===== src/rtl/inst_fetch.sv =====
// inst_fetch: RV32I fetch stage that assembles LE words from a byte port; optional I-cache under INST_FETCH_ICACHE_EN.
// Latency: miss 6 cycles LOOKUP->valid with continuous grants (+1 per withheld grant); cache hit 1 cycle.
// Backpressure: stall_in holds the presented word in DONE; jump_in overrides every state.
module inst_fetch #(
  parameter int unsigned ICACHE_LINES = 64,
  parameter logic [31:0] RESET_PC     = 32'h0
) (
  input  logic        clk_in,
  input  logic        rst_in,
  input  logic        stall_in,
  input  logic        jump_in,
  input  logic [31:0] jumpAddr_in,
  output logic        memReq_out,
  output logic [31:0] memAddr_out,
  input  logic        memGrant_in,
  input  logic [7:0]  memData_in,
  output logic [31:0] pc_out,
  output logic [31:0] inst_out,
  output logic        instValid_out
);

  typedef enum logic [1:0] {LOOKUP, FETCH, DONE} state_t;

  state_t      state, state_nxt;
  logic [31:0] pc, pc_nxt;
  logic [2:0]  issue_idx, issue_nxt;
  logic        pend, pend_nxt;
  logic [1:0]  pend_idx, pend_idx_nxt;
  logic [23:0] byte_buf, byte_buf_nxt;
  logic [31:0] inst_nxt, fill_word, addr_nxt, hit_dat;
  logic        valid_nxt, fill_done, hit;
  logic        unused_jump_lsbs;

  if (ICACHE_LINES < 2 || (ICACHE_LINES & (ICACHE_LINES - 1)) != 0) begin : g_bad_lines
    $error("ICACHE_LINES must be a power of two >= 2");
  end

  assign unused_jump_lsbs = ^jumpAddr_in[1:0];
  assign pc_out     = pc;
  assign memReq_out = (state == FETCH) && (issue_idx < 3'd4);
  assign fill_word  = {memData_in, byte_buf};

  always_comb begin
    state_nxt    = state;
    pc_nxt       = pc;
    issue_nxt    = issue_idx;
    pend_nxt     = 1'b0;
    pend_idx_nxt = pend_idx;
    byte_buf_nxt = byte_buf;
    inst_nxt     = inst_out;
    valid_nxt    = instValid_out;
    fill_done    = 1'b0;
    if (jump_in) begin
      // Redirect drops any in-flight byte and any word completing this cycle.
      state_nxt = LOOKUP;
      pc_nxt    = {jumpAddr_in[31:2], 2'b00};
      issue_nxt = 3'd0;
      valid_nxt = 1'b0;
    end else begin
      case (state)
        LOOKUP: begin
          if (hit) begin
            state_nxt = DONE;
            inst_nxt  = hit_dat;
            valid_nxt = 1'b1;
          end else begin
            state_nxt = FETCH;
            issue_nxt = 3'd0;
          end
        end
        FETCH: begin
          if (issue_idx < 3'd4 && memGrant_in) begin
            issue_nxt    = issue_idx + 3'd1;
            pend_nxt     = 1'b1;
            pend_idx_nxt = issue_idx[1:0];
          end
          if (pend) begin
            case (pend_idx)
              2'd0: byte_buf_nxt[7:0]   = memData_in;
              2'd1: byte_buf_nxt[15:8]  = memData_in;
              2'd2: byte_buf_nxt[23:16] = memData_in;
              default: begin
                state_nxt = DONE;
                inst_nxt  = fill_word;
                valid_nxt = 1'b1;
                fill_done = 1'b1;
              end
            endcase
          end
        end
        DONE: begin
          if (!stall_in) begin
            pc_nxt    = pc + 32'd4;
            state_nxt = LOOKUP;
            valid_nxt = 1'b0;
          end
        end
        default: state_nxt = LOOKUP;
      endcase
    end
    // Address is registered, so it is computed from the values the next cycle will hold.
    addr_nxt = (state_nxt == FETCH && issue_nxt < 3'd4) ? pc_nxt + {29'd0, issue_nxt} : 32'd0;
  end

  always_ff @(posedge clk_in or negedge rst_in) begin
    if (!rst_in) begin
      state         <= LOOKUP;
      pc            <= RESET_PC;
      issue_idx     <= 3'd0;
      pend          <= 1'b0;
      pend_idx      <= 2'd0;
      byte_buf      <= 24'd0;
      inst_out      <= 32'd0;
      instValid_out <= 1'b0;
      memAddr_out   <= 32'd0;
    end else begin
      state         <= state_nxt;
      pc            <= pc_nxt;
      issue_idx     <= issue_nxt;
      pend          <= pend_nxt;
      pend_idx      <= pend_idx_nxt;
      byte_buf      <= byte_buf_nxt;
      inst_out      <= inst_nxt;
      instValid_out <= valid_nxt;
      memAddr_out   <= addr_nxt;
    end
  end

`ifdef INST_FETCH_ICACHE_EN
  localparam int unsigned IDX_W = $clog2(ICACHE_LINES);
  localparam int unsigned TAG_W = 30 - IDX_W;

  logic [ICACHE_LINES-1:0] c_vld;
  logic [TAG_W-1:0]        c_tag [ICACHE_LINES];
  logic [31:0]             c_dat [ICACHE_LINES];
  logic [IDX_W-1:0]        idx;
  logic [TAG_W-1:0]        tag;

  assign idx     = pc[IDX_W+1:2];
  assign tag     = pc[31:IDX_W+2];
  assign hit     = c_vld[idx] && (c_tag[idx] == tag);
  assign hit_dat = c_dat[idx];

  always_ff @(posedge clk_in or negedge rst_in) begin
    if (!rst_in) c_vld <= '0;
    else if (fill_done) c_vld[idx] <= 1'b1;
  end

  // Tag/data need no reset: the valid bits gate every use.
  always_ff @(posedge clk_in) begin
    if (fill_done) begin
      c_tag[idx] <= tag;
      c_dat[idx] <= fill_word;
    end
  end
`else
  logic unused_fill_done;
  assign unused_fill_done = fill_done;
  assign hit     = 1'b0;
  assign hit_dat = 32'd0;
`endif

endmodule


===== config.mk =====
export PLATFORM = sky130hd
export DESIGN_NAME = inst_fetch
export DESIGN_NICKNAME = d
export VERILOG_FILES = /design/src/rtl/inst_fetch.sv
export SDC_FILE = /design/constraint.sdc
export NUM_CORES = 1
export LEC_CHECK = 0
export ABC_CLOCK_PERIOD_IN_PS = 7020
export BUFFER_PORTS_ARGS = -buffer_cell sky130_fd_sc_hd__buf_2
export CAP_MARGIN = 20
export CORE_MARGIN = 5
export CORE_UTILIZATION = 30
export DETAILED_ROUTE_END_ITERATION = 10
export PLACE_DENSITY_LB_ADDON = 0.12
export SLEW_MARGIN = 25
export SYNTH_ARGS = -nofsm -noshare
export SYNTH_HDL_FRONTEND = slang
export SYNTH_SLANG_ARGS = --single-unit

===== constraint.sdc =====
create_clock -name clk_in -period 7.02 [get_ports clk_in]
set_input_delay 2.106 -clock clk_in [delete_from_list [all_inputs] [get_ports clk_in]]
set_output_delay 2.106 -clock clk_in [all_outputs]
set_load 0.1 [all_outputs]

== Word level (Yosys, flattened, before mapping) ==
Index checks and enable logic that the tools add are counted.
Widths: inputs -> output; s select.
Word-level totals
  register bits after elaboration: 129
  output and inout port bits: 98
  word-level logic and storage cells: 59
Operators by class
  add/sub/neg operators: 3
  order comparisons: 2
  equal/unequal tests: 8
  mux-type cells: 20
  bitwise gates (word level): 2
  reduce and logical (&&, ||, !) cells: 13
Operators with widths (count)
  $mux 32: 4
  $add 32x3->32: 1
  $add 32x3->32 const B: 1
  $reduce_and 4->1: 5
  $ne 3x3->1 const B: 3
  $mux 2: 4
  $mux 1: 7
  $eq 2x1->1 const B: 3
  $lt 3x3->1 const B: 2
  $mux 3: 2
  $pmux 2 s3: 1
  $pmux 3 s2: 1
  $eq 2x2->1 const B: 2
  $logic_not 2->1: 2
  $add 3x1->3 const B: 1
  $logic_and 1x1->1: 3
  $reduce_and 3->1: 1
  $reduce_bool 3->1: 1
  $reduce_or 3->1: 1
  $not 1->1: 2
  $pmux 1 s2: 1

== Longest topological paths before layout ==
  depth in word-level cells: 9
  depth in mapped cells: 15
  gate-level depth less buffers: 14

== Least setup slack after synthesis ==
No wires, ideal clock.
  path kind: input port to flip-flop
  start point: in jump_in
  end point: reg memAddr_out[17]
  arrival time: 5065 ps
  data required time: 6942 ps
  setup slack: 1877 ps
  stages: 15
  cells stage by stage: clkbuf_1 -> clkbuf_1 -> clkbuf_1 -> clkbuf_1 -> nor2b_1 -> ha_1 -> a21o_1 -> a21oi_1 -> inv_1 -> and2_1 -> clkbuf_1 -> nor4b_2 -> nand3_1 -> or2_2 -> a21oi_1
RTL lines
  start, declared: RTL line 11  | input logic jump_in,
  $mux 32: RTL line 53  | if (jump_in) begin
  named net pc_nxt[1]: RTL line 25  | logic [31:0] pc, pc_nxt;
  $add 32x3->32: RTL line 102  | addr_nxt = (state_nxt == FETCH && issue_nxt < 3'd4) ? pc_nxt + {29'd0, issue_nxt} : 32'd0;
  $mux 32: RTL line 102
  named net addr_nxt[17]: RTL line 30  | logic [31:0] inst_nxt, fill_word, addr_nxt, hit_dat;
  end signal, assigned: RTL line 125  | memAddr_out <= addr_nxt;
  end, declared: RTL line 14  | output logic [31:0] memAddr_out,
The timed path passes the listed nets, and every way through them passes these cells.
A chain may end at the register's enable or synchronous reset.

== Worst setup path in the final report ==
  start point: in jump_in
  end point: reg memAddr_out[28]
Same word-level chain as after synthesis.

==> metrics.txt <==
post-synthesis sequential area ratio=0.522; reg2reg setup slack=3.08 ns; WHS Path Cells=1; clk_skew=0.00828 ns; largest family of logic cells by synthesized area=simple AND/OR/NAND/NOR gates; clock root cell=clkbuf_16; NumNets Final=756; VDD IR max=0.000166 V; post-synthesis xor/xnor area fraction=0.0410; Clk pwr share=0.408; Comb pwr share=0.193; DR iter-0 viols=161; R2R Path End=memAddr_out[31]; Sink Count=129; mux cell area share after synthesis=0.117; Power Internal=1.36 mW; CP Class=in -> reg; required time of the critical path=7.36 ns; final HPWL from detailed placement=12.4 mm; hold_sp=byte_buf[10]; ys flop type=dfrtp_1; slew at the pin closest to its max-slew limit=0.908 ns; CTS tree=built; fillers=2044; io pins=143; antenna violation net count after detailed routing=0; PortBufs=140; worst hold path type=reg -> reg; CP Capture Type=flip-flop; Routed Wire Length=17.2 mm; Cell Pwr Density=269 nW/µm²; Simple-Gate Fraction of Synth Area=0.182; Syn Nets=616; Yosys cell types=57; Final min period=5.30 ns; compound-gate portion of the synthesized area=0.0966; synthesized area=6190 µm²; # rows=52; clk_lat worst skew=0.42 ns; r2r startpoint=pc_out[4]; run status=finished, final reports clean; Final Setup Violations=0; Sw Ratio=0.345; layout cell share with drive strength beyond 1=0.359; Die X=154 µm; fmax=189 MHz; Arrival @ worst endpoint=5.65 ns; hold buffers post-CTS=0; cells on worst reg2reg path=9; Place WS=1.23 ns; Synth Area in Adders=0.0133; dpl cells=956; post_cts resized=0; clk slew on worst S/H paths=0.06 ns; Util after Layout=0.381; vias in the first global route=5096; CTS Buf Count=17; leading area contributor after synthesis=dfrtp_1; sequential fraction of design power=0.399; Post-route DRC=0; synth cell count leaders=dfrtp_1, mux2_2, nor2_1; Post-CTS Setup Bufs=0; CORE AREA=20300 µm²; NetSw=718 µW; #FFs+latches synth=129; gr usage total=0.148; Max Slew Vio Count=0; global-route wire length before repair=27.9 mm; unrepaired setup endpoints after global routing=false; post-DR wirelength/cell=17.5 µm; syn_area_per_cell=11.0 µm²; Final Hold Viols=0; worst hold endpoint=inst_out[10]; final cell count without fillers=988; Post-synth EDFFs=0; Via Count=4948; Yosys Warn Count=0; GR Overflow Total=0; H-tree depth=4; router iterations before antenna repair=4; total power draw=2.08 mW; Worst slew margin=0.395; count leader, synth=dfrtp_1; synth-to-layout area growth=24.9%; setup tns final=0 ns; maximum fanout along the worst path=51; Initial Utilization=0.305; largest net degree at the start of global routing=71; GPL Wtd Cong=0.834; deepest clock path buffer count=2; Die Area=23600 µm²; Final Cycle Share=0.756; top cell type's share of synthesized area=0.522; Inserted Diodes=0; initial antenna violation count=1; leakage=3.66 nW; die height=154 µm; setup ws final=1.72 ns; vias per cell=5.01; asr flop ratio synth=1.00; CP Launch Type=primary input; Area contributors post-synth=dfrtp_1, mux2_2, nor2_1, nand2_1, xnor2_1; Mapped Cells=565; maximum capacitance violations=0
cells by family (layout without fill, tap and decap cells):
logic type,Yosys count,in the layout
AND/OR/NAND/NOR,206,206
XOR/XNOR,29,29
adder cells (fa/ha/maj),6,6
buffers and inverters,43,196
flip-flops,129,129
multiplexers,65,65
AO/OA/AOI/OAI,87,87
per-stage QoR:
stage	hold slack [ns]	instance area, µm²
2_1_floorplan	0.475	6190
3_3_place_gp	0.482	7170
3_5_place_dp	0.488	7170
4_1_cts	0.499	7730
5_1_grt	0.508	7730
6_report	0.498	7730
routing by layer:
metal  GRT usage  part of all wire
met5           0           0.00075
met4      0.0568             0.021
met3      0.0444             0.060
met2       0.234              0.47
met1       0.191              0.45
sequential cells by signal, indices dropped and copies added (netlist names):
name           cells
inst_out          32
memAddr_out       32
pc_out            32
byte_buf          24
issue_idx          3
pend_idx           2
state              2
instValid_out      1
pend               1
area by class of cell:
type,instances,area [µm²],share of cell area
timing repair buffer,147,756,0.0978
multi-input combinational,393,2790,0.361
tap,270,338,0.0437
sequential,129,3230,0.418
clock inverter,14,129,0.0167
clock buffer,18,429,0.0555
inverter,17,63.8,0.00825
how the worst max path moves through the flow:
stage	start	to	slack, ns	cells past startpoint
global route	jump_in	memAddr_out[28]	1.38	8
global placement	jump_in	memAddr_out[28]	1.32	8
finish	jump_in	memAddr_out[28]	1.72	8
floorplan	jump_in	memAddr_out[17]	1.88	15
CTS	jump_in	memAddr_out[28]	1.68	8
detailed placement	jump_in	memAddr_out[28]	1.23	8
layout by cell type (no fill, tap or decap), drive strengths merged, types with 3 or more instances in the layout:
cell type / n
or4: 16
nand2: 38
a31oi: 12
clkbuf: 18
dfrtp: 129
xor2: 14
buf: 147
nor2: 49
nand2b: 7
mux2i: 4
ha: 5
clkinv: 4
and4: 5
o211ai: 4
o31ai: 16
o21a: 3
or3: 8
xnor2: 15
nand4: 14
or2: 3
inv: 23
o21ai: 20
nand3: 28
mux2: 61
clkinvlp: 3
a21oi: 18
nor2b: 3
and3: 8
nor4: 9
nor3: 9
critical path, stage by stage:
cell      delay [ns]
buf_2           0.68
inv_1           0.45
a31oi_1         0.42
o211ai_1        0.26
and4bb_2        0.46
nand3_1         0.45
or4_1           0.64
a21oi_1         0.16
power by group through the flow:
stage | logic [mW] | registers [mW] | clock network (mW)
2_1_floorplan | 0.108 | 1.04 | 0
3_3_place_gp | 0.403 | 0.843 | 0
3_5_place_dp | 0.406 | 0.845 | 0
4_1_cts | 0.407 | 0.832 | 0.875
5_1_grt | 0.426 | 0.838 | 0.904
6_report | 0.402 | 0.831 | 0.848
(Power assumes the default switching activity.)
